## config.mk

```make
export PLATFORM = sky130hd
export DESIGN_NAME = branch_resolve_predict
export DESIGN_NICKNAME = d
export VERILOG_FILES = /design/src/rtl/branch_resolve_predict.sv
export SDC_FILE = /design/constraint.sdc
export NUM_CORES = 1
export LEC_CHECK = 0
export CORE_MARGIN = 8
export CORE_UTILIZATION = 56
export CTS_CLUSTER_DIAMETER = 60
export CTS_CLUSTER_SIZE = 16
export DETAILED_ROUTE_END_ITERATION = 10
export PLACE_DENSITY = 0.87
export RECOVER_POWER = 100
export REMOVE_ABC_BUFFERS = 1
export SLEW_MARGIN = 20
export SYNTH_ARGS = -nofsm -noshare
export SYNTH_HDL_FRONTEND = slang
export SYNTH_SLANG_ARGS = --single-unit
export TNS_END_PERCENT = 1
```

## constraint.sdc

```tcl
create_clock -name i_clk -period 7.65 [get_ports i_clk]
set_input_delay 1.1475 -clock i_clk [delete_from_list [all_inputs] [get_ports i_clk]]
set_output_delay 1.1475 -clock i_clk [all_outputs]
set_load 0.01 [all_outputs]
```

## src/rtl/branch_resolve_predict.sv

```systemverilog
// Execute-stage branch resolver with a DEPTH-entry 2-bit saturating-counter predictor
// that self-initialises after reset. Define BRP_STATS_EN for branch/mispredict counters.
module branch_resolve_predict #(
  parameter int WIDTH = 32,
  parameter int DEPTH = 64
) (
  input  logic             i_clk,
  input  logic             i_rst,
  input  logic [31:0]      i_fetch_pc,
  output logic             o_predict,
  output logic             o_ready,
  input  logic             i_valid,
  input  logic [31:0]      i_pc,
  input  logic [WIDTH-1:0] i_data1,
  input  logic [WIDTH-1:0] i_data2,
  input  logic [2:0]       i_branch,
  input  logic             i_pred_taken,
  output logic             o_resolve_valid,
  output logic             o_taken,
  output logic             o_mispredict
`ifdef BRP_STATS_EN
  ,
  output logic [31:0]      o_branch_cnt,
  output logic [31:0]      o_miss_cnt
`endif
);
  localparam int IDX = $clog2(DEPTH);
  localparam logic [IDX-1:0] LAST_IDX = IDX'(DEPTH - 1);
  localparam logic [IDX-1:0] ONE_IDX  = IDX'(1);

  typedef enum logic [0:0] { INIT = 1'b0, RUN = 1'b1 } state_t;

  state_t         state_r;
  logic [IDX-1:0] sweep_r;
  logic [1:0]     table_r [DEPTH];
  logic           ready_r;
  logic           resolve_valid_r;
  logic           taken_r;
  logic           mispredict_r;

  logic [IDX-1:0] fetch_idx_s;
  logic [IDX-1:0] res_idx_s;
  logic [IDX-1:0] wr_idx_s;
  logic [1:0]     cur_ctr_s;
  logic [1:0]     next_ctr_s;
  logic [1:0]     wr_data_s;
  logic           zero_s;
  logic           neg_s;
  logic           cond_s;
  logic           active_s;
  logic           resolve_s;
  logic           miss_s;
  logic           wr_en_s;
  logic           unused_s;

  assign fetch_idx_s = i_fetch_pc[IDX+1:2];
  assign res_idx_s   = i_pc[IDX+1:2];
  assign unused_s    = ^{i_fetch_pc[31:IDX+2], i_fetch_pc[1:0], i_pc[31:IDX+2], i_pc[1:0]};

  assign zero_s    = (i_data1 == {WIDTH{1'b0}});
  assign neg_s     = i_data1[WIDTH-1];
  assign resolve_s = ready_r & i_valid;
  assign cur_ctr_s = table_r[res_idx_s];
  assign miss_s    = cond_s ^ i_pred_taken;

  // Lookup is a plain read of registered state, so a same-cycle update is not visible yet.
  assign o_predict       = ready_r & table_r[fetch_idx_s][1];
  assign o_ready         = ready_r;
  assign o_resolve_valid = resolve_valid_r;
  assign o_taken         = taken_r;
  assign o_mispredict    = mispredict_r;

  // Branch condition decode; magnitude tests use sign bit and zero detect (signed compare to 0)
  always_comb begin
    cond_s   = 1'b0;
    active_s = 1'b1;
    case (i_branch)
      3'b001:  cond_s = (i_data1 == i_data2);
      3'b010:  cond_s = (i_data1 != i_data2);
      3'b011:  cond_s = neg_s | zero_s;
      3'b100:  cond_s = ~neg_s & ~zero_s;
      3'b101:  cond_s = neg_s;
      3'b110:  cond_s = ~neg_s;
      default: begin
        cond_s   = 1'b0;
        active_s = 1'b0;
      end
    endcase
  end

  // Saturating counter step for the resolved entry
  always_comb begin
    next_ctr_s = cur_ctr_s;
    if (cond_s) begin
      if (cur_ctr_s != 2'b11) next_ctr_s = cur_ctr_s + 2'b01;
      else                    next_ctr_s = cur_ctr_s;
    end else begin
      if (cur_ctr_s != 2'b00) next_ctr_s = cur_ctr_s - 2'b01;
      else                    next_ctr_s = cur_ctr_s;
    end
  end

  // Single table write port shared by the init sweep and resolution updates
  always_comb begin
    wr_en_s   = 1'b0;
    wr_idx_s  = sweep_r;
    wr_data_s = 2'b01;
    if (i_rst) begin
      wr_en_s = 1'b0;
    end else if (state_r == INIT) begin
      wr_en_s   = 1'b1;
      wr_idx_s  = sweep_r;
      wr_data_s = 2'b01;
    end else if (resolve_s && active_s) begin
      wr_en_s   = 1'b1;
      wr_idx_s  = res_idx_s;
      wr_data_s = next_ctr_s;
    end else begin
      wr_en_s = 1'b0;
    end
  end

  // Counter table storage; contents only become meaningful once the sweep finishes
  always_ff @(posedge i_clk) begin
    if (wr_en_s) table_r[wr_idx_s] <= wr_data_s;
  end

  // INIT/RUN control and registered resolution outputs
  always_ff @(posedge i_clk) begin
    if (i_rst) begin
      state_r         <= INIT;
      sweep_r         <= {IDX{1'b0}};
      ready_r         <= 1'b0;
      resolve_valid_r <= 1'b0;
      taken_r         <= 1'b0;
      mispredict_r    <= 1'b0;
    end else begin
      case (state_r)
        INIT: begin
          sweep_r <= sweep_r + ONE_IDX;
          if (sweep_r == LAST_IDX) begin
            state_r <= RUN;
            ready_r <= 1'b1;
          end else begin
            state_r <= INIT;
            ready_r <= 1'b0;
          end
        end
        RUN: begin
          state_r <= RUN;
          ready_r <= 1'b1;
        end
        default: begin
          state_r <= INIT;
          sweep_r <= {IDX{1'b0}};
          ready_r <= 1'b0;
        end
      endcase
      resolve_valid_r <= resolve_s;
      taken_r         <= resolve_s & cond_s;
      mispredict_r    <= resolve_s & miss_s;
    end
  end

`ifdef BRP_STATS_EN
  logic [31:0] branch_cnt_r;
  logic [31:0] miss_cnt_r;

  // Saturating branch and mispredict statistics
  always_ff @(posedge i_clk) begin
    if (i_rst) begin
      branch_cnt_r <= 32'h0000_0000;
      miss_cnt_r   <= 32'h0000_0000;
    end else begin
      if (resolve_s && active_s && (branch_cnt_r != 32'hFFFF_FFFF))
        branch_cnt_r <= branch_cnt_r + 32'h0000_0001;
      if (resolve_s && miss_s && (miss_cnt_r != 32'hFFFF_FFFF))
        miss_cnt_r <= miss_cnt_r + 32'h0000_0001;
    end
  end

  assign o_branch_cnt = branch_cnt_r;
  assign o_miss_cnt   = miss_cnt_r;
`endif

endmodule

```

==> impl_metrics.toml <==
[run_status]
status = "complete, but fails checks"
violations = "max-capacitance violations, max-slew violations"

[die]
coreArea_mm2 = 0.01201
die_w_um = 126.9
die-height_um = 126.9
initial_core_util_pct = 57.33
row_count = 40
dieArea_mm2 = 0.01610
pin_count = 140

[worst_setup_path]
cp-start-kind = "input pin"
required_ns = 7.85
worstPathBufferInverterCount = 3
crit_path_max_fanout = 33
arrival_ns = 6.10
worst_path_largest_cell_delay_ns = 1.88
crit_chain = "buf_2 > buf_4 > mux4_2 > nor2_1 > and4b_1 > o32ai_1 > a311oi_1 > a21o_1 > a2bb2oi_1 > buf_4"
crit_type = "input pin to flip-flop"
cp_slowest_cell = "a2bb2oi_1"
cp_common_cell = "buf_4"
cp-end-kind = "flip-flop"
crit_family = "compound AO/OA/AOI/OAI gates"

[timing]
period_share_pct = 77.12
worst_pin_slew_ns = 2.500
slew_viol_final = 53
hold_viol_final = 0
post-route-min-period_ns = 5.900
slew_headroom_pct = -67.34
max_freq_mhz = 169.5
final.setup.tns_ns = 0
setup_violations = 0
fin_skew_ns = 0.009841
rsz0062_at_grt = "false"
fin_ws_ns = 1.750

[routing]
drt_iter0_drc = 478
drc = 0
drt_first_pass_iters = 5
vias = 4866
ant_nets = 0
vias_per_cell = 6.629
wl_per_cell_um = 25.65
totalWireLength_um = 18830

[finish]
finalNetCount = 710
areaGrowthSynthToFinish_pct = 23.27
fillers = 785
mostFrequentLayoutCell = "edfxtp_1"
stdcell_area_mm2 = 0.008489
drive_above_1_share_pct = 13.97
layout_common_cells = "128 x edfxtp_1, 79 x clkdlybuf4s50_1, 77 x nor2_1, 46 x mux4_2, 35 x xor2_1"
diodes = 0
instances_no_fill = 734

[clocking]
cts_resized = 0
clkTransAtPathRegs_ns = 0.06
cts_tree = "built"
clock_path_buffers = 2
cts-htree-levels = 4
post_cts_buffers = 0
clock_latency_ns = 0.42
cts_buffers = 17
cts.sinks = 138
hold_buffers = 0
cts-root-buf = "clkbuf_16"

[power_and_ir_drop]
pwr-share-seq_pct = 44.6
worst_ir_drop_vdd_uv = 222.5
powerDensity_mw_per_mm2 = 216.1
clockPowerShare_pct = 47.6
power.total_mw = 1.834
p_switching_mw = 0.3700
p_leak_nw = 3.053
pwr-share-comb_pct = 7.7
p_int_mw = 1.464
switching_share_pct = 20.17

[place]
placed_cells_incl_taps = 702
gp_congestion = 0.9411
pre_cts_ws_ns = 2.179
io_buffer_count = 87
place_area_mm2 = 0.007880
hpwl_um = 12760

[yosys]
avgSynthCellArea_um2 = 14.26
ys.flop_type = "edfxtp_1"
synth_warnings = 0
synth_cell_types = 51
synth.cell_area_mm2 = 0.006887
synth-edff-count = 128
synth_seq_area_share_pct = 58.72
synth_cells = 483
ys_ff_latch = 138
ys_async_sr_fraction_pct = 0

[global_route]
grt_pass1_vias = 5019
grt_max_degree = 65
grt_pass1_wl_um = 28770
overflow = 0
antenna_found_initial = 0
grtUsageTotal_pct = 23.73

[job]
maxCapViolCount = 2

[worst_hold_path]
hold_path.class = "flip-flop to flip-flop"
metrics by stage:
step	utilization (%)	hold WS, ns
after floorplan	-	0.4749
after global placement	65.60	0.5142
after detailed placement	65.60	0.5512
after CTS	70.86	0.5610
after global routing	70.68	0.5976
final	70.68	0.5785
cell usage after synthesis, types with 2 or more instances:
library cell	instances	share of area, %
buf_2	5	0.36
mux4_2	46	15
nor4_1	16	1.5
a22oi_1	5	0.55
xor2_1	35	4.5
nor2_1	77	4.2
buf_4	3	0.33
a22o_1	3	0.38
clkbuf_1	8	0.44
buf_1	2	0.11
o31ai_1	2	0.22
o32ai_1	2	0.25
a21oi_1	4	0.29
a311oi_1	2	0.25
xnor2_1	2	0.25
buf_6	3	0.49
nor3b_1	2	0.22
or3_1	5	0.45
o21ai_0	7	0.51
nand2_1	23	1.3
inv_1	6	0.33
nor3_1	3	0.22
nand2b_1	6	0.55
o21a_1	4	0.44
o211ai_1	2	0.22
o31a_1	2	0.25
dfxtp_1	10	2.9
edfxtp_1	128	56
nand3_1	17	1.2
mux2i_1	23	3.3
and2_1	2	0.18
nor2b_1	5	0.45
nand4_1	5	0.45
power by group through the flow:
stage               combinational (mW)  clock, mW  sequential (mW)
finish                           0.142      0.874            0.819
global route                     0.151      0.909            0.818
CTS                              0.142      0.878            0.818
detailed placement               0.141          0            0.834
global placement                 0.139          0            0.833
floorplan                       0.0548          0            0.833
kinds of logic (layout without fill, tap and decap cells):
kind of cell | after synthesis | count (layout) | share of synthesized area, %
AOI/OAI and AO/OA | 42 | 42 | 4.343
xor gates and xnor gates | 37 | 37 | 4.706
adders and majority gates | 1 | 1 | 0.1817
buffers and inverters | 28 | 132 | 2.107
DFF | 138 | 138 | 58.72
muxes | 70 | 70 | 18.55
and+or+nand+nor | 167 | 167 | 11.39
per-layer routing:
layer / vias to the layer above / track usage, % / wire [um]
li1: 2072 / - / -
met1: 2329 / 27.75 / 6725
met2: 404 / 39.74 / 9091
met3: 61 / 7.583 / 2313
met4: 0 / 9.727 / 699
met5: - / 0 / 0
layout make-up:
class	instances	area, um^2	share of cell area [%]
sequential	138	4044	47.63
multi-input combinational	317	2693	31.72
timing repair buffer	93	910.9	10.73
clock buffer	19	432.9	5.099
clock inverter	13	198.9	2.343
tap	147	183.9	2.167
inverter	7	26.28	0.3095
registers in the layout, indices dropped and copies added (netlist names):
name / cells
o_mispredict: 1
sweep_r: 6
o_ready: 1
o_resolve_valid: 1
table_r: 128
o_taken: 1
worst register-to-register path: stages, from the launching register on:
cell	delay, ns
dfxtp_1	0.55
nand3b_1	0.21
nor3_1	1.49
inv_1	0.55
a211oi_1	0.50
a2bb2oi_1	0.71
buf_4	0.51
final timing paths:
kind                                start  slack [ns]  cells past startpoint                        to
setup / recovery                  i_pc[2]        1.75                     10  table_r[38][0]$_DFFE_PP_
hold / removal    sweep_r[5]$_SDFFE_PP0N_        0.58                      2   sweep_r[5]$_SDFFE_PP0N_
setup reg to reg       o_ready$_SDFF_PP0_        2.81                      6  table_r[38][0]$_DFFE_PP_
hold reg to reg   sweep_r[5]$_SDFFE_PP0N_        0.58                      2   sweep_r[5]$_SDFFE_PP0N_
Note: power is estimated with default switching activity, not from simulation.
